## src/rtl/stopwatch_cnt.sv

```systemverilog
// stopwatch_cnt
// One decimal digit of the stopwatch datapath. The counter runs modulo
// (CNT_MAX+1) and raises a carry so that the next, more significant digit
// can be chained through its cnt_en.
//
// Parameters
//   CNT_MAX : terminal count; the sequence is 0..CNT_MAX (must be < 2**WIDTH)
//   WIDTH   : width of cnt_out
//
// Ports
//   clk     : clock; all state changes on the rising edge
//   rstn    : synchronous reset, active-high (asserted = 1)
//   clear   : synchronous clear, active-high
//   cnt_en  : count enable; one step per enabled clock
//   cnt_out : current count, registered
//   full    : carry / terminal-count flag, combinational
//
// Carry interface: full is high only in the cycle whose rising edge wraps
// this digit. A downstream digit with cnt_en = full therefore steps on the
// same edge that this digit returns to 0. There is no back-pressure.
module stopwatch_cnt #(
  parameter int CNT_MAX = 9,
  parameter int WIDTH   = 4
) (
  input  logic             clk,
  input  logic             rstn,
  input  logic             clear,
  input  logic             cnt_en,
  output logic [WIDTH-1:0] cnt_out,
  output logic             full
);

  localparam logic [WIDTH-1:0] CNT_MAX_C = WIDTH'(CNT_MAX);
  localparam logic [WIDTH-1:0] ONE_C     = WIDTH'(1);

  logic at_max;
  logic past_max;

  assign at_max   = (cnt_out == CNT_MAX_C);
  // Values above CNT_MAX are unreachable after reset; treat them like the
  // terminal count so the counter recovers on the next enabled edge.
  assign past_max = (cnt_out > CNT_MAX_C);

  always_ff @(posedge clk) begin
    if (rstn) begin
      cnt_out <= '0;
    end else if (clear) begin
      cnt_out <= '0;
    end else if (cnt_en) begin
      if (at_max || past_max) begin
        cnt_out <= '0;
      end else begin
        cnt_out <= cnt_out + ONE_C;
      end
    end
  end

  // Suppressed by clear and reset so no carry leaks out on a cycle whose
  // edge forces this digit to 0 for a reason other than a wrap.
  assign full = cnt_en & at_max & ~clear & ~rstn;

endmodule

```

## config.mk

```make
export PLATFORM = sky130hd
export DESIGN_NAME = stopwatch_cnt
export DESIGN_NICKNAME = d
export VERILOG_FILES = /design/src/rtl/stopwatch_cnt.sv
export SDC_FILE = /design/constraint.sdc
export NUM_CORES = 1
export LEC_CHECK = 0
export CORE_AREA = 3 3 40 42
export DETAILED_ROUTE_END_ITERATION = 8
export DIE_AREA = 0 0 43 45
export HOLD_SLACK_MARGIN = 0.06
export PLACE_DENSITY = 0.46
export SETUP_SLACK_MARGIN = 0.4
export SLEW_MARGIN = 25
export SYNTH_ARGS = -nofsm -noshare
export SYNTH_HDL_FRONTEND = slang
export SYNTH_SLANG_ARGS = --single-unit
```

## constraint.sdc

```tcl
create_clock -name clk -period 4.5 [get_ports clk]
set_clock_uncertainty 0.15 [all_clocks]
set_input_delay 0.9 -clock clk [delete_from_list [all_inputs] [get_ports clk]]
set_output_delay 0.9 -clock clk [all_outputs]
set_load 0.01 [all_outputs]
```

==> results.cfg, run 1 <==
[route]
firstDrtPassIters = 2
drcViolationCount = 0
first_iter_violations = 2
vias_per_cell = 3.94
wl_per_cell_microns = 9.06
num_vias = 193
postRouteAntennaNets = 0
wl_microns = 444

[cts]
clk_latency_ns = 0.23
cts_resized = 0
tritoncts = built
post-cts-setup-buffers = 0
cts_buffers = 3
cts-htree-levels = 1
clock-sinks = 4
clockRootBuffer = clkbuf_4
holdBufCountCts = 0
cts_buffer_depth = 2
clk_pin_slew_ns = 0.04

[synthesis]
synth_seq_area_share_pct = 36.0
syn_nets = 31
synth_edf_count = 0
yosysWarnings = 0
synth_cell_types = 14
yosysTopAreaCellShare_pct = 36.0
syn_inst = 24
synth_common_cells = 4 x dfxtp_1, 4 x nor2_1, 3 x ha_1
yosys-top-cells-area = dfxtp_1 36%, ha_1 17%, xor2_1 7.9%, nor2_1 6.7%, a311o_1 4.5%
synth-seq-cells = 4
synthArstFlopShare_pct = 0
yosysTopAreaCell = dfxtp_1
synth_flop_cell = dfxtp_1
netlist_area_sq_um = 223
synth.avg_cell_area_sq_um = 9.28

[cells_and_area]
fin_cells = 49
drive_above_1_share_pct = 8.82
nets = 43
diodes = 0
top_register = cnt_out
design_area_sq_um = 340
synthToLayoutAreaGrowth_pct = 52.8
largest_reg_flops = 4
reg_top3 = cnt_out x4

[sta]
tns_ns = 0
setup_viol_count_final = 0
whs_ns = 0.417
hold_viol = 0
relSlewSlack_pct = 83.5
drv_slew = 0
min_period_ns = 3.38
worst_pin_slew_ns = 0.246
post-route-period-util_pct = 75.0
rsz0062_at_grt = no
max_freq_ghz = 0.296

[status]
status = completed

[place]
gp_congestion = 0.627
placedCellCount = 46
dp_hpwl_microns = 329
numPortBuffers = 8
dpl_cell_area_sq_um = 318

[setup_path]
endpoint_kind = output pin
cpPeakStageDelay_ns = 0.60
crit_path_start_kind = input pin
crit_fanout = 6
crit_required_ns = 3.45
cp_slowest_cell = clkdlybuf4s50_1
cp.arrival_ns = 2.33
cp_common_cell = clkdlybuf4s50_1
crit_path_cell_trace = clkdlybuf4s50_1 > nand4b_1 > nor3_1 > clkdlybuf4s50_1
crit_type = in2out

[floorplan]
core_area_sq_mm = 0.00128
dieArea_sq_mm = 0.00194
rows = 13
die_w_microns = 43
initial_core_util_pct = 17.3
ioPinCount = 9
die_y_microns = 45

[global_route]
grt_first_pass_wirelength_microns = 710
grt_max_degree = 7
antenna_found_initial = 0
grt_usage_pct = 5.32
first_global_vias = 168
overflow = 0

[power_and_ir_drop]
p_leak_uw = 0.000131
power.total_uw = 89.8
power_density_mw_per_mm2 = 264
vdd_ir_drop_max_v = 0.0000955

[worst_hold_path]
hold_path_class = reg2reg

[run]
cap_viol_max_count = 0
-- power by group --
group          internal [uW]  switching (uW)  total, uW
logic                   5.73            3.76       9.49
clock network           29.7            13.2       42.9
registers               36.3            1.06       37.4
total                   71.8            18.0       89.8
-- layer usage --
layer | vias up | GRT usage, % | wire (microns)
li1 | 100 | - | -
met1 | 84 | 6.97 | 234
met2 | 9 | 5.39 | 146
met3 | 0 | 5.58 | 62
met4 | 0 | 1.81 | 0
met5 | - | 0 | 0
-- worst paths after layout --
check	slack, ns	cells past startpoint	startpoint	to
hold reg to reg	0.42	2	cnt_out[3]$_SDFFE_PP0P_	cnt_out[3]$_SDFFE_PP0P_
setup reg to reg	2.73	5	cnt_out[1]$_SDFFE_PP0P_	cnt_out[0]$_SDFFE_PP0P_
setup / recovery	1.12	4	cnt_en	full
hold / removal	0.42	2	cnt_out[3]$_SDFFE_PP0P_	cnt_out[3]$_SDFFE_PP0P_
-- metrics by stage --
step | setup slack [ns] | utilization [%]
floorplan | 1.96 | -
global placement | 1.15 | 24.7
detailed placement | 1.12 | 24.7
CTS | 1.12 | 26.5
global route | 0.994 | 26.5
finish | 1.12 | 26.5
-- cell families (layout without fill, tap and decap cells) --
kind of cell / after synthesis / after routing / synth area share, %
muxes: 1 / 1 / 4.49
DFF: 4 / 4 / 36.0
adders and majority gates: 3 / 3 / 16.9
AOI/OAI and AO/OA: 1 / 1 / 4.49
buffers and inverters: 3 / 13 / 5.06
xor gates and xnor gates: 3 / 3 / 11.8
and+or+nand+nor: 9 / 9 / 21.3
-- final cells by class --
type / count / area (sq um)
Clock buffer: 3 / 22.5
Inverter: 2 / 7.51
Tap cell: 15 / 18.8
Fill cell: 133 / 945
Timing Repair Buffer: 8 / 80.1
Multi-Input combinational cell: 17 / 131
Sequential cell: 4 / 80.1
-- worst max-delay path: cells and delay by family --
kind | cells | cell delay (ns)
AND/OR/NAND/NOR | 2 | 0.27
buffers and inverters | 2 | 1.16
-- placed cells by master, fill, tap and decap left out, drive strengths merged --
cell type	synthesis	final
xnor2	1	1
mux2i	1	1
nor2	4	4
or3b	1	1
dfxtp	4	4
nand4b	1	1
ha	3	3
inv	2	2
clkbuf	1	3
a311o	1	1
xor2	2	2
nand4	1	1
nor3	1	1
clkdlybuf4s50	0	8
nand2	1	1
(Power assumes the default switching activity.)
==> run 2, diff against run 1 <==
PLACE_DENSITY = 0.47   (was 0.46)
clock period = 3 ns   (was 4.5 ns; I/O delays follow)
==> results.cfg, run 2 (synthesized netlist as in run 1, its figures left out) <==
[floorplan]
die_w_microns = 43
ioPinCount = 9
initial_core_util_pct = 17.3
rows = 13
die_y_microns = 45
core_area_sq_mm = 0.00128
dieArea_sq_mm = 0.00194

[worst_hold_path]
hold_end = cnt_out[3]$_SDFFE_PP0P_
hold_path.startpoint = cnt_out[3]$_SDFFE_PP0P_
hold_path_class = reg2reg
min_delay_path_depth = 2

[sta]
tns_ns = 0
min_period_ns = 2.36
worst_pin_slew_ns = 0.216
post-route-period-util_pct = 78.7
relSlewSlack_pct = 85.6
max_freq_ghz = 0.424
setup_viol_count_final = 0
rsz0062_at_grt = no
drv_slew = 0
hold_viol = 0

[route]
postRouteAntennaNets = 0
drcViolationCount = 0
num_vias = 208
wl_microns = 458
first_iter_violations = 0
wl_per_cell_microns = 9.16
vias_per_cell = 4.16
firstDrtPassIters = 1

[cts]
cts-htree-levels = 1
cts_buffers = 3
clock-sinks = 4
clk_latency_ns = 0.24
clockRootBuffer = clkbuf_4
holdBufCountCts = 0
clk_pin_slew_ns = 0.04
cts_buffer_depth = 2
tritoncts = built

[status]
status = completed

[setup_path]
reg2reg_slack_ns = 1.28
cp.arrival_ns = 1.61
r2r_start = cnt_out[1]$_SDFFE_PP0P_
r2r-end = cnt_out[0]$_SDFFE_PP0P_
crit_path_start_kind = input pin
crit_required_ns = 2.25
crit_type = in2out
endpoint_kind = output pin
r2r_cells = 5
crit_fanout = 2
cpPeakStageDelay_ns = 0.48
crit_path_cell_trace = clkdlybuf4s50_1 > nand4b_1 > nor3_1 > dlygate4sd2_1
cp_slowest_cell = clkdlybuf4s50_1

[place]
numPortBuffers = 8
dp_hpwl_microns = 346
gp_congestion = 0.661

[power_and_ir_drop]
power.total_uw = 140
p_int_uw = 109
p_seq_share_pct = 39.8
vdd_ir_drop_max_v = 0.000133
p_sw_uw = 31.7
combPwrFrac_pct = 10.7
clock_power_share_pct = 49.5
power_density_mw_per_mm2 = 405
p_leak_uw = 0.000140
switching_share_pct = 22.6

[cells_and_area]
drive_above_1_share_pct = 11.4
layout_commonest_cell = clkdlybuf4s50_1
largest_reg_flops = 4
reg_top3 = cnt_out x4
final_cell_mix = 7 x clkdlybuf4s50_1, 4 x nor2_1, 4 x dfxtp_1
nets = 44
fillers = 143
top_register = cnt_out
diodes = 0
synthToLayoutAreaGrowth_pct = 55.6

[run]
cap_viol_max_count = 0

[global_route]
first_global_vias = 172
grt_max_degree = 7
grt_usage_pct = 6.32
grt_first_pass_wirelength_microns = 765
overflow = 0
antenna_found_initial = 0
==> run 2: cell types whose count changed in the layout (fill, tap and decap cells not counted), sizes merged <==
cell	previous run	this run
buf	0	1
clkdlybuf4s50	8	7
dlygate4sd2	0	1
==> run 2: what timing repair did <==
item / in CTS / in global routing
resized for setup: 1 / 0
endpoints found under the setup margin: 1 / 0
buffers inserted: 0 / 0
==> run 2: cell type report <==
class	count	area [sq um]	area share, %
multi-input cells	17	131	37.9
repair buffers	9	86.3	24.9
flip-flops and latches	4	80.1	23.1
clock buffers	3	22.5	6.50
well taps	15	18.8	5.42
inverters	2	7.51	2.17
==> run 2: critical path, delay by kind of cell <==
family / cells / cell delay (ns)
buffers and inverters: 2 / 0.77
AND/OR/NAND/NOR: 2 / 0.25
==> run 2: through the flow <==
step	worst slack, ns	std cells	hold WS (ns)	instance area [sq um]	util, %
2_1_floorplan	1.06	24	0.419	223	-
5_1_grt	0.593	50	0.474	347	27.0
6_report	0.640	50	0.413	347	27.0
4_1_cts	0.663	50	0.422	347	27.0
3_5_place_dp	0.381	47	0.413	325	25.3
3_3_place_gp	0.401	47	0.416	325	25.3
==> run 2: worst max path at each step <==
stage                     endpoint    from  slack (ns)
after floorplan               full  cnt_en        1.06
after global placement        full  cnt_en        0.40
after detailed placement      full  cnt_en        0.38
after CTS                     full  cnt_en        0.66
after global routing          full  cnt_en        0.59
final                         full  cnt_en        0.64
==> run 2: power by group through the flow <==
| stage | clock network, uW | logic [uW] | registers (uW) |
|---|---|---|---|
| 3_3_place_gp | 0 | 15.3 | 56.8 |
| 2_1_floorplan | 0 | 7.00 | 57.0 |
| 6_report | 69.5 | 15.0 | 55.9 |
| 4_1_cts | 72.3 | 15.3 | 55.9 |
| 5_1_grt | 79.4 | 16.5 | 56.1 |
| 3_5_place_dp | 0 | 15.2 | 56.8 |
==> run 2: metal layers <==
layer | track usage [%] | part of all wire [%] | vias to the layer above
met3 | 6.77 | 17 | 2
met2 | 6.89 | 33 | 12
met4 | 7.23 | 2.2 | 0
met1 | 5.77 | 47 | 92
met5 | 0 | 0 | -
li1 | - | - | 102
==> run 3, diff against run 2 <==
clock period = 2 ns   (was 3 ns; I/O delays follow)
==> results.cfg, run 3 (synthesized netlist as in run 1, its figures left out) <==
[worst_hold_path]
hold_path.startpoint = clear
hold_path_class = in2reg
min_delay_path_depth = 3
hold_end = cnt_out[0]$_SDFFE_PP0P_

[floorplan]
ioPinCount = 9
core_area_sq_mm = 0.00128
rows = 13
initial_core_util_pct = 17.3
die_y_microns = 45
dieArea_sq_mm = 0.00194
die_w_microns = 43

[cells_and_area]
top_register = cnt_out
diodes = 0
drive_above_1_share_pct = 35.9
layout_commonest_cell = dlygate4sd2_1
final_cell_mix = 5 x dlygate4sd2_1, 4 x nor2_1, 4 x buf_4
fin_util_pct = 30.2
synthToLayoutAreaGrowth_pct = 74.2
nets = 48
design_area_sq_um = 388
reg_top3 = cnt_out x4
largest_reg_flops = 4

[sta]
min_period_ns = 1.71
setup_viol_count_final = 0
post-route-period-util_pct = 85.4
relSlewSlack_pct = 88.7
drv_slew = 0
hold_viol = 0
worst_pin_slew_ns = 0.170
rsz0062_at_grt = yes
max_freq_ghz = 0.586

[global_route]
grt_max_degree = 6
overflow = 0
first_global_vias = 201
antenna_found_initial = 0
grt_usage_pct = 6.82
grt_first_pass_wirelength_microns = 869

[setup_path]
r2r_start = cnt_out[0]$_SDFFE_PP0P_
reg2reg_slack_ns = 0.40
endpoint_kind = output pin
worstPathBufferInverterCount = 2
path_delay_family = buffers and inverters
cpPeakStageDelay_ns = 0.42
cp.arrival_ns = 1.16
r2r-end = cnt_out[0]$_SDFFE_PP0P_
crit_fanout = 2
crit_path_start_kind = input pin
r2r_cells = 6
crit_type = in2out
cp_slowest_cell = clkdlybuf4s50_1
crit_path_cell_trace = clkdlybuf4s50_1 > nor3_1 > buf_2
crit_required_ns = 1.45

[status]
status = completed

[power_and_ir_drop]
vdd_ir_drop_max_v = 0.000304
p_leak_uw = 0.000189
power_density_mw_per_mm2 = 548

[place]
numPortBuffers = 8
dpl_cell_area_sq_um = 334
gp_congestion = 0.618

[route]
wl_microns = 515
vias_per_cell = 4.22
postRouteAntennaNets = 0
wl_per_cell_microns = 9.54
drcViolationCount = 0
first_iter_violations = 2
num_vias = 228
firstDrtPassIters = 2

[run]
cap_viol_max_count = 0

[cts]
clk_latency_ns = 0.24
clockRootBuffer = clkbuf_4
cts_buffers = 3
clk_pin_slew_ns = 0.04
holdBufCountCts = 0
tritoncts = built
cts-htree-levels = 1
cts_buffer_depth = 2
clock-sinks = 4
[run 3: cell count changes in the layout (fill, tap and decap cells not counted), sizes merged]
| cell | change |
|---|---|
| dlygate4sd2 | +4 |
| dlymetal6s2s | +1 |
| buf | +5 |
| clkdlybuf4s50 | -6 |
[run 3: final cells by class]
type	instances	area, sq um
timing repair buffer	13	113
clock buffer	3	22.5
fill	140	897
sequential	4	82.6
inverter	2	7.51
tap	15	18.8
multi-input combinational	17	144
[run 3: timing repair]
| action | 4_1_cts | 5_1_grt |
|---|---|---|
| buffers inserted | 2 | 1 |
| endpoints found under the setup margin | 9 | 5 |
| pin swaps | 6 | 2 |
| resized for setup | 11 | 5 |
[run 3: metrics by stage]
| stage | TNS, ns | power, uW | hold WS, ns | worst slack [ns] | cells |
|---|---|---|---|---|---|
| after floorplan | 0 | 96.1 | 0.382 | 0.400 | 24 |
| after global placement | -0.195 | 110 | 0.387 | -0.195 | 48 |
| after detailed placement | -0.233 | 110 | 0.388 | -0.233 | 48 |
| after CTS | 0 | 217 | 0.441 | 0.234 | 53 |
| after global routing | 0 | 230 | 0.442 | 0.270 | 54 |
| final | 0 | 212 | 0.422 | 0.293 | 54 |
[run 3: report_power, final]
| group | switching (uW) | leakage, uW | internal [uW] | total [uW] |
|---|---|---|---|---|
| Clock | 33.5 | 0.0000138 | 67.1 | 101 |
| Sequential | 1.51 | 0.0000333 | 82.0 | 83.5 |
| Combinational | 11.5 | 0.000142 | 16.8 | 28.3 |
[run 3: how the worst max path moves through the flow]
stage / startpoint / to / depth (start not counted)
floorplan: cnt_out[1]$_SDFFE_PP0P_ / cnt_out[1]$_SDFFE_PP0P_ / 5
global placement: cnt_en / full / 4
detailed placement: cnt_en / full / 4
CTS: cnt_out[1]$_SDFFE_PP0P_ / full / 5
global route: cnt_out[1]$_SDFFE_PP0P_ / full / 5
finish: rstn / full / 3
[run 3: layer usage]
metal | wire length, microns | part of all wire [%] | vias up | track usage, %
met5 | 0 | 0 | - | 0
met3 | 55 | 11 | 4 | 4.38
met1 | 245 | 48 | 100 | 7.19
met2 | 189 | 37 | 11 | 7.78
li1 | - | - | 113 | -
met4 | 25 | 4.9 | 0 | 9.04
[run 3: worst min-delay path: cells and delay by family]
family,cells,cell delay (ns)
compound gates,1,0.20
simple gates,1,0.06
buf+inv,1,0.10
